`config.mk`:
```
export PLATFORM = sky130hd
export DESIGN_NAME = perf_counter_bank
export DESIGN_NICKNAME = d
export VERILOG_FILES = /design/src/rtl/perf_pkg.sv /design/src/rtl/perf_ctr_ch.sv /design/src/rtl/perf_counter_bank.sv
export SDC_FILE = /design/constraint.sdc
export NUM_CORES = 1
export LEC_CHECK = 0
export BUFFER_PORTS_ARGS = -buffer_cell sky130_fd_sc_hd__buf_2
export CORE_MARGIN = 2
export CORE_UTILIZATION = 55
export DETAILED_ROUTE_END_ITERATION = 12
export PLACE_DENSITY_LB_ADDON = 0.12
export SLEW_MARGIN = 20
export SYNTH_ARGS = -nofsm -noshare
export SYNTH_HDL_FRONTEND = slang
export SYNTH_SLANG_ARGS = --single-unit
```
`constraint.sdc`:
```
create_clock -name nGCLK -period 9.2 [get_ports nGCLK]
set_input_delay 0.92 -clock nGCLK [delete_from_list [all_inputs] [get_ports nGCLK]]
set_output_delay 0.92 -clock nGCLK [all_outputs]
set_load 0.02 [all_outputs]
```
`src/rtl/perf_pkg.sv`:
```
// Shared definitions for the performance counter bank: command encodings,
// controller states and default sizing.
package perf_pkg;

  typedef enum logic [1:0] {
    PERF_NOP   = 2'b00,
    PERF_START = 2'b01,
    PERF_STOP  = 2'b10,
    PERF_CLEAR = 2'b11
  } perf_cmd_e;

  typedef enum logic {
    ST_STOPPED = 1'b0,
    ST_RUN     = 1'b1
  } perf_state_e;

  localparam int PERF_NUM_CH_DEF = 8;
  localparam int PERF_CNT_W_DEF  = 32;
  localparam int PERF_INC_W_DEF  = 2;
  localparam int PERF_WIN_W_DEF  = 16;

  // A single-channel bank still needs a one-bit read select.
  function automatic int perf_sel_w(input int n);
    return (n > 1) ? $clog2(n) : 1;
  endfunction

endpackage

```
`src/rtl/perf_ctr_ch.sv`:
```
// One counter channel: live counter, snapshot shadow and sticky overflow flag.
module perf_ctr_ch
  import perf_pkg::*;
#(
  parameter int CNT_W = PERF_CNT_W_DEF,
  parameter int INC_W = PERF_INC_W_DEF
) (
  input  logic             clk_i,
  input  logic             rst_n_i,
  input  logic             count_en_i,
  input  logic [INC_W-1:0] inc_i,
  input  logic             clear_i,
  input  logic             snap_i,
  input  logic             win_exp_i,
  input  logic             ovf_clr_i,
  output logic [CNT_W-1:0] cnt_o,
  output logic [CNT_W-1:0] shadow_o,
  output logic             ovf_o
);

  logic [CNT_W-1:0] cnt_q, cnt_d;
  logic [CNT_W-1:0] shadow_q, shadow_d;
  logic             ovf_q, ovf_d;
  logic [INC_W-1:0] inc_eff;
  logic [CNT_W:0]   sum;

  assign inc_eff = count_en_i ? inc_i : '0;
  assign sum     = {1'b0, cnt_q} + (CNT_W+1)'(inc_eff);

  always_comb begin
    cnt_d    = cnt_q;
    shadow_d = shadow_q;
    ovf_d    = ovf_q & ~ovf_clr_i;
    if (win_exp_i) begin
      // Window expiry keeps this edge's events in the closing window, so
      // consecutive windows partition the event stream with nothing lost.
      shadow_d = sum[CNT_W-1:0];
      cnt_d    = '0;
      ovf_d    = ovf_d | sum[CNT_W];
    end else begin
      if (snap_i) shadow_d = cnt_q;
      if (clear_i) begin
        cnt_d = '0;
      end else begin
        cnt_d = sum[CNT_W-1:0];
        ovf_d = ovf_d | sum[CNT_W];
      end
    end
  end

  always_ff @(posedge clk_i or negedge rst_n_i) begin
    if (!rst_n_i) begin
      cnt_q    <= '0;
      shadow_q <= '0;
      ovf_q    <= 1'b0;
    end else begin
      cnt_q    <= cnt_d;
      shadow_q <= shadow_d;
      ovf_q    <= ovf_d;
    end
  end

  assign cnt_o    = cnt_q;
  assign shadow_o = shadow_q;
  assign ovf_o    = ovf_q;

endmodule

```
`src/rtl/perf_counter_bank.sv`:
```
// Bank of NUM_CH event counters with run/stop control, auto-sampling window
// and a registered read port.
//   state      | meaning
//   ST_STOPPED | counters and window hold; snapshot and clear still act
//   ST_RUN     | channels count enabled events; window advances
module perf_counter_bank
  import perf_pkg::*;
#(
  parameter int NUM_CH = PERF_NUM_CH_DEF,
  parameter int CNT_W  = PERF_CNT_W_DEF,
  parameter int INC_W  = PERF_INC_W_DEF,
  parameter int WIN_W  = PERF_WIN_W_DEF,
  localparam int SEL_W = perf_sel_w(NUM_CH)
) (
  input  logic                    nGCLK,
  input  logic                    nRESET,
  input  logic                    nWAIT,
  input  logic [NUM_CH*INC_W-1:0] inc,
  input  logic [NUM_CH-1:0]       gate_mode,
  input  logic [1:0]              cmd,
  input  logic                    snap,
  input  logic [WIN_W-1:0]        win_len,
  input  logic [NUM_CH-1:0]       ovf_clr,
  input  logic [SEL_W-1:0]        rd_sel,
  input  logic                    rd_shadow,
  output logic [CNT_W-1:0]        rd_data,
  output logic [NUM_CH-1:0]       ovf,
  output logic                    running,
  output logic                    win_done,
  output logic                    irq
);

  localparam logic [SEL_W:0] NUM_CH_L = (SEL_W+1)'(NUM_CH);

  perf_state_e      state_q;
  logic [WIN_W-1:0] win_cnt_q, win_cnt_d;
  logic             win_done_q;
  logic [CNT_W-1:0] rd_data_q, rd_data_d;
  logic             run;
  logic             clear_cmd;
  logic             win_active;
  logic             win_exp;
  logic [CNT_W-1:0] cnt_w    [NUM_CH];
  logic [CNT_W-1:0] shadow_w [NUM_CH];

  assign run        = (state_q == ST_RUN);
  assign clear_cmd  = (cmd == PERF_CLEAR);
  assign win_active = run && (win_len != '0);
  // Shrinking win_len below win_cnt misses the compare until win_cnt wraps.
  assign win_exp    = win_active && (win_cnt_q == win_len - WIN_W'(1));

  always_ff @(posedge nGCLK or negedge nRESET) begin
    if (!nRESET) begin
      state_q <= ST_STOPPED;
    end else begin
      case (perf_cmd_e'(cmd))
        PERF_START: state_q <= ST_RUN;
        PERF_STOP:  state_q <= ST_STOPPED;
        default:    state_q <= state_q;
      endcase
    end
  end

  always_comb begin
    win_cnt_d = win_cnt_q;
    if (clear_cmd || win_exp) win_cnt_d = '0;
    else if (win_active)      win_cnt_d = win_cnt_q + WIN_W'(1);
  end

  always_ff @(posedge nGCLK or negedge nRESET) begin
    if (!nRESET) begin
      win_cnt_q  <= '0;
      win_done_q <= 1'b0;
    end else begin
      win_cnt_q  <= win_cnt_d;
      win_done_q <= win_exp;
    end
  end

  for (genvar k = 0; k < NUM_CH; k++) begin : g_ch
    perf_ctr_ch #(
      .CNT_W(CNT_W),
      .INC_W(INC_W)
    ) u_ch (
      .clk_i     (nGCLK),
      .rst_n_i   (nRESET),
      .count_en_i(run && (!gate_mode[k] || nWAIT)),
      .inc_i     (inc[k*INC_W +: INC_W]),
      .clear_i   (clear_cmd),
      .snap_i    (snap),
      .win_exp_i (win_exp),
      .ovf_clr_i (ovf_clr[k]),
      .cnt_o     (cnt_w[k]),
      .shadow_o  (shadow_w[k]),
      .ovf_o     (ovf[k])
    );
  end

  always_comb begin
    rd_data_d = '0;
    if ({1'b0, rd_sel} < NUM_CH_L) begin
      rd_data_d = rd_shadow ? shadow_w[rd_sel] : cnt_w[rd_sel];
    end
  end

  always_ff @(posedge nGCLK or negedge nRESET) begin
    if (!nRESET) rd_data_q <= '0;
    else         rd_data_q <= rd_data_d;
  end

  assign rd_data  = rd_data_q;
  assign running  = run;
  assign win_done = win_done_q;
  assign irq      = (|ovf) | win_done_q;

endmodule

```
==> results of run 1 <==
registers in the layout, summed over array words and instances (netlist names):
| register | count |
|---|---|
| g_ch.u_ch.shadow_o | 256 |
| g_ch.u_ch.ovf_o | 8 |
| win_cnt_q | 16 |
| win_done | 1 |
| running | 1 |
| g_ch.u_ch.cnt_o | 256 |
| rd_data | 32 |
per-layer routing:
layer  global-route usage [%]  vias up  part of all wire [%]
met5                        0        -                     0
met4                     10.3        0                   3.3
met3                     4.36      176                   6.1
met2                     49.5      862                    48
met1                     43.6    13013                    43
li1                         -    11315                     -
path summary, 6_finish.rpt:
check	end	slack, ns	cells past startpoint
max	g_ch[0].u_ch.shadow_o[6]	4.45	11
min in group nGCLK	g_ch[4].u_ch.ovf_o	0.48	2
max in group asynchronous	g_ch[0].u_ch.cnt_o[13]	6.97	3
max reg2reg	g_ch[6].u_ch.shadow_o[28]	4.58	12
min	g_ch[7].u_ch.ovf_o	0.37	1
min reg2reg	g_ch[1].u_ch.shadow_o[26]	0.52	1
Yosys cell counts, drive strengths merged, types with 4 or more instances:
library cell / number / area, um^2
or2: 29 / 181
fa: 8 / 160
xnor2: 202 / 1770
a211oi: 42 / 365
a31oi: 4 / 40.0
a21oi: 194 / 975
o22ai: 63 / 394
buf: 135 / 810
nor3: 45 / 225
nand2: 157 / 592
nand4: 43 / 269
or3: 4 / 25.0
and4: 16 / 140
and3: 92 / 576
o211a: 29 / 298
nor2: 430 / 1640
o32a: 31 / 310
nand2b: 11 / 68.8
o21ai: 131 / 656
dfrtp: 570 / 14300
ha: 21 / 263
nor2b: 8 / 50.1
mux2i: 19 / 190
a221oi: 25 / 250
xor2: 64 / 561
o21a: 69 / 518
and2: 35 / 219
o22a: 28 / 245
nor4: 23 / 199
a21o: 34 / 255
clkbuf: 89 / 334
inv: 223 / 837
mux4: 160 / 3600
o32ai: 29 / 254
nand3: 118 / 603
final cells by class:
type / instances / area, um^2 / share of cell area (%)
sequential: 570 / 14300 / 40.5
tap: 773 / 967 / 2.75
multi-input combinational: 2195 / 16200 / 46.0
timing repair buffer: 135 / 851 / 2.42
clock buffer: 88 / 1780 / 5.05
clock inverter: 21 / 310 / 0.881
inverter: 223 / 837 / 2.38
cells by family after synthesis:
kind of cell               Yosys count
and+or+nand+nor                   1023
AOI/OAI and AO/OA                  698
xor gates and xnor gates           266
muxes                              179
buffers and inverters              447
adders and majority gates           29
DFF                                570
power groups by stage:
stage / Combinational, mW / Clock, mW / Sequential [mW]
5_1_grt: 0.920 / 2.74 / 2.91
3_5_place_dp: 0.832 / 0 / 2.92
6_report: 0.833 / 2.60 / 2.88
2_1_floorplan: 0.583 / 0 / 2.88
3_3_place_gp: 0.803 / 0 / 2.91
4_1_cts: 0.837 / 2.64 / 2.88
placed cells by master, fill, tap and decap left out, types with 32 or more instances in the layout:
cell / instances
and3_1: 91
inv_1: 223
nand2_1: 156
xnor2_1: 202
dfrtp_1: 570
nand4_1: 43
nor2_1: 420
nor3_1: 45
mux4_2: 160
nand3_1: 117
xor2_1: 64
o21a_1: 69
a21oi_1: 193
and2_1: 35
a21o_1: 34
buf_2: 97
a211oi_1: 32
o21ai_0: 126
clkbuf_16: 61
o22ai_1: 63
critical path, delay by kind of cell:
| kind | cells | cell delay, ns |
|---|---|---|
| and+or+nand+nor | 2 | 1.15 |
| buffers and inverters | 3 | 1.58 |
| AOI/OAI and AO/OA | 6 | 1.55 |
per-stage QoR:
| stage | setup slack [ns] | instances | cell area (um^2) | power, mW | utilization, % |
|---|---|---|---|---|---|
| 4_1_cts | 4.59 | 4005 | 35200 | 6.35 | 60.0 |
| 5_1_grt | 4.19 | 4005 | 35200 | 6.57 | 60.0 |
| 3_5_place_dp | 3.93 | 3896 | 33100 | 3.75 | 56.5 |
| 6_report | 4.45 | 4005 | 35200 | 6.32 | 60.0 |
| 3_3_place_gp | 4.08 | 3896 | 33100 | 3.71 | 56.5 |
| 2_1_floorplan | 5.55 | 3212 | 32400 | 3.46 | - |
==> flow_summary.toml, run 1 <==
[outcome]
status = "complete, no violations"

[synth]
async_reset_ff_share_pct = 100
netlist_area_um2 = 32400
synth_cell_types = 71
ys.flop_type = "dfrtp_1"
synth_xor_area_share_pct = 7.18
ys_warn_count = 0
synth_fp_nets = 3299
synth_edf_count = 0
synth_mux_area_share_pct = 11.7
postSynthCellCount = 3212
yosys.area_share.simple_pct = 15.1
synth_fa_ha_area_share_pct = 1.30
synth.avg_cell_area_um2 = 10.1
yosysSeqAreaShare_pct = 44.0
synth_compound_area_share_pct = 14.6
synth_seq_cells = 570
synth_top_family_by_area = "simple AND/OR/NAND/NOR gates"

[die]
row_count = 89
num_io_pins = 101
die_h_um = 247
initial_core_util_pct = 55.3
die_w_um = 247
die_area_um2 = 60900
core_area_um2 = 58700

[timing]
fin_skew_ns = 0.0155
maxSlewHeadroom_pct = 18.7
worst_pin_slew_ns = 1.22
report.final.slew_viol_count = 0
hold_ws_ns = 0.370
finalSetupViolations = 0
fmax_mhz = 210
fin_tns_setup_ns = 0
hold_viol_final = 0
rsz0062_at_grt = "no"
post-route-period-util_pct = 51.7
fin_crit_ns = 4.75

[critical_path]
cp_slowest_cell = "buf_4"
critPathMaxFanout = 82
crit_arrival_ns = 5.27
critical_path_class = "in -> reg"
slowest_delay_ns = 0.84
cpMostUsedCell = "buf_4"
timing.rr.start = "running"
cp-start-kind = "input pin"
crit_chain = "buf_2, nor4_2, a31oi_1, a211oi_1, and4_1, o2111ai_2, o21ai_4, buf_4, buf_4, o21ai_0, a221oi_1"
crit_start = "win_len[2]"
cp.required_ns = 9.71
crit_path_end_kind = "flop"

[cts]
clockBufferDepth = 3
cts_buffers = 60
post_cts_buffers = 0
clock_latency_ns = 0.63
hold_buffers = 0
cts-resized-gates = 0
clkTransAtPathRegs_ns = 0.06
clockRootBuffer = "clkbuf_16"
cts_tree = "yes"
htreeDepth = 2
cts.sinks = 570

[global_routing]
grt_antenna_before_repair = 0
grt_pass1_wl_mm = 147
grt_use_total_pct = 30.9
grt_max_degree = 172
overflow = 0
grt_pass1_vias = 25236

[power]
power.leakage_nw = 14.9
power.share.clock_pct = 41.2
comb_power_share_pct = 13.2
p_per_area_nw_per_um2 = 179
max-vdd-ir-drop_mv = 0.154
switching_power_mw = 1.68
power_frac_seq_pct = 45.6
p_sw_share_pct = 26.6
internal_power_mw = 4.64

[worst_hold_path]
hold_class = "in -> async"

[cells_and_area]
nets = 3272
fill_cells = 4814
n_antenna_cell = 0
syn_to_final_growth_pct = 8.61
drive_gt1_share_pct = 13.8

[route]
avgRoutedWirePerCell_um = 23.2
drc = 0
wirelength_mm = 92.8
drt_iter0_drc = 2358
ant_nets = 0
vias = 25366
routed_via_density = 6.33
first_pass_iters = 5

[place]
port_buffers = 100
gp_congestion = 0.870
hpwlAfterDp_mm = 60.4

[flow_run]
maxCapViolations = 0
Power figures use the tool's default switching activity.
==> run 2: changes to the inputs <==
==> constraint.sdc (replaced) <==
create_clock -name nGCLK -period 4.15 [get_ports nGCLK]
set_input_delay 0.415 -clock nGCLK [delete_from_list [all_inputs] [get_ports nGCLK]]
set_output_delay 0.415 -clock nGCLK [all_outputs]
set_load 0.02 [all_outputs]
==> run 2 against run 1 <==
Clock skew rose by 0.0082 ns. Clock power up 130%. Die area stayed put. Sequential power up 120%. Sequential share of layout area fell by 0.93 points. First-iteration DRC count shrank 2.1%. Non-clock buffer count grew 56. Critical path depth up 1. Core utilization increased by 1.4 points. Hold slack worse by 0.25 ns. Critical path type is now reg -> reg. Wire length increased by 2.9%. Final cell count rose by 1.4%.
==> flow_summary.toml, run 2 (same netlist as run 1, synthesis figures left out) <==
[die]
initial_core_util_pct = 55.3
die_h_um = 247
num_io_pins = 101
row_count = 89
die_w_um = 247
die_area_um2 = 60900
core_area_um2 = 58700

[critical_path]
endpoint = "g_ch[4].u_ch.shadow_o[26]"
cp-start-kind = "flop"
critical_path_class = "reg -> reg"
timing.rr.start = "running"
reg2reg_setup_slack_ns = 0.38
reg2regPathDepth = 12
cp.required_ns = 4.69
crit_path_end_kind = "flop"
r2r-end = "g_ch[4].u_ch.shadow_o[26]"
critPathMaxFanout = 11
crit_arrival_ns = 4.30
crit_start = "running"

[route]
routed_via_density = 6.37
vias = 25881
wirelength_mm = 95.4
drc = 0
drt_iter0_drc = 2308
avgRoutedWirePerCell_um = 23.5
ant_nets = 0
first_pass_iters = 5

[power]
internal_power_mw = 10.5
total_power_mw = 14.3
p_per_area_nw_per_um2 = 397
comb_power_share_pct = 13.4
p_sw_share_pct = 26.5
power.share.clock_pct = 42.0
power.leakage_nw = 15.4
power_frac_seq_pct = 44.6
max-vdd-ir-drop_mv = 0.398
switching_power_mw = 3.79

[timing]
fin_skew_ns = 0.0237
post-route-period-util_pct = 90.7
finalSetupViolations = 0
fin_crit_ns = 3.77
report.final.slew_viol_count = 0
rsz0062_at_grt = "no"
maxSlewHeadroom_pct = 21.2
fmax_mhz = 266
fin_tns_setup_ns = 0
worst_pin_slew_ns = 1.18
hold_viol_final = 0

[place]
port_buffers = 100
hpwlAfterDp_mm = 64.7
gp_congestion = 0.871

[cts]
clockBufferDepth = 3
clock_latency_ns = 0.65
cts_buffers = 61
post_cts_buffers = 0
cts_tree = "yes"
clockRootBuffer = "clkbuf_16"
clkTransAtPathRegs_ns = 0.06
htreeDepth = 2
cts.sinks = 570

[cells_and_area]
nets = 3329
n_antenna_cell = 0
final_cell_mix = "dfrtp_1 (570), nor2_1 (420), inv_1 (223)"
syn_to_final_growth_pct = 11.2
post-route-util_pct = 61.5
drive_gt1_share_pct = 15.3
final_common_cell = "dfrtp_1"

[flow_run]
maxCapViolations = 0

[global_routing]
grt_use_total_pct = 31.8
grtUsageMet1_pct = 44.5
grt_max_degree = 112
grt_pass1_wl_mm = 150
grt_pass1_vias = 26274
overflow = 0
busiest_layer = "met2"
grt_use_met2_pct = 50.6
grt_antenna_before_repair = 2
use_met3_pct = 4.61

[outcome]
status = "complete, no violations"

[worst_hold_path]
hold_class = "in -> reg"
hold_depth = 3
run 2: cell types whose count changed in the layout (fill, tap and decap cells not counted), sizes merged, moves of 2 or more:
cell and delta:
dlygate4sd3 +9, buf +47, clkinv +4, clkbuf -4, bufinv +2
run 2: repair_timing:
action / CTS / global route
endpoints found under the hold margin: 72 / 0
hold buffers: 9 / 0
setup endpoints to repair: 0 / 3
resized for setup: 0 / 1
run 2: worst max-delay path: stages, from the launching register on:
cell	delay, ns
dfrtp_1	0.56
o21ai_0	0.24
nor2_1	0.14
ha_1	0.21
fa_1	0.27
nand3_1	0.26
nor2_1	0.55
nand3_1	0.36
nor3_1	0.24
buf_4	0.22
nand3_1	0.15
o32a_1	0.33
o21a_1	0.11
run 2: worst min path at each step:
stage	from	endpoint	slack (ns)
4_1_cts	cmd[1]	running	0.09
3_3_place_gp	nRESET	rd_data[31]	0.44
5_1_grt	cmd[1]	running	0.11
3_5_place_dp	nRESET	g_ch[5].u_ch.cnt_o[29]	0.43
6_report	cmd[1]	running	0.12
2_1_floorplan	nRESET	g_ch[0].u_ch.cnt_o[0]	0.12
run 2: per-layer routing:
metal	share of wire (%)	wire (um)	up-vias
li1	-	-	11449
met1	42	40400	13194
met2	47	45100	1010
met3	6.8	6450	228
met4	3.7	3500	0
met5	0	0	-
run 2: per-stage QoR:
stage	hold slack (ns)	instance area, um^2	cells	setup slack (ns)
global route	0.106	36100	4063	0.0207
detailed placement	0.431	33800	3943	0.402
global placement	0.438	33800	3943	0.438
finish	0.115	36100	4063	0.385
floorplan	0.119	32400	3212	0.694
CTS	0.0912	36100	4063	0.373
run 2: power groups by stage:
stage | sequential, mW | clock [mW] | combinational, mW
floorplan | 6.38 | 0 | 1.29
global placement | 6.45 | 0 | 1.83
detailed placement | 6.47 | 0 | 1.90
CTS | 6.38 | 6.07 | 1.92
global route | 6.44 | 6.30 | 2.10
finish | 6.38 | 6.00 | 1.92
run 2: cell type report:
| type | count | area (um^2) |
|---|---|---|
| clock buffer | 84 | 1810 |
| clock inverter | 27 | 395 |
| inverter | 223 | 837 |
| timing repair buffer | 191 | 1570 |
| sequential | 570 | 14300 |
| multi-input combinational | 2195 | 16200 |
| fill | 4770 | 22600 |
| tap | 773 | 967 |
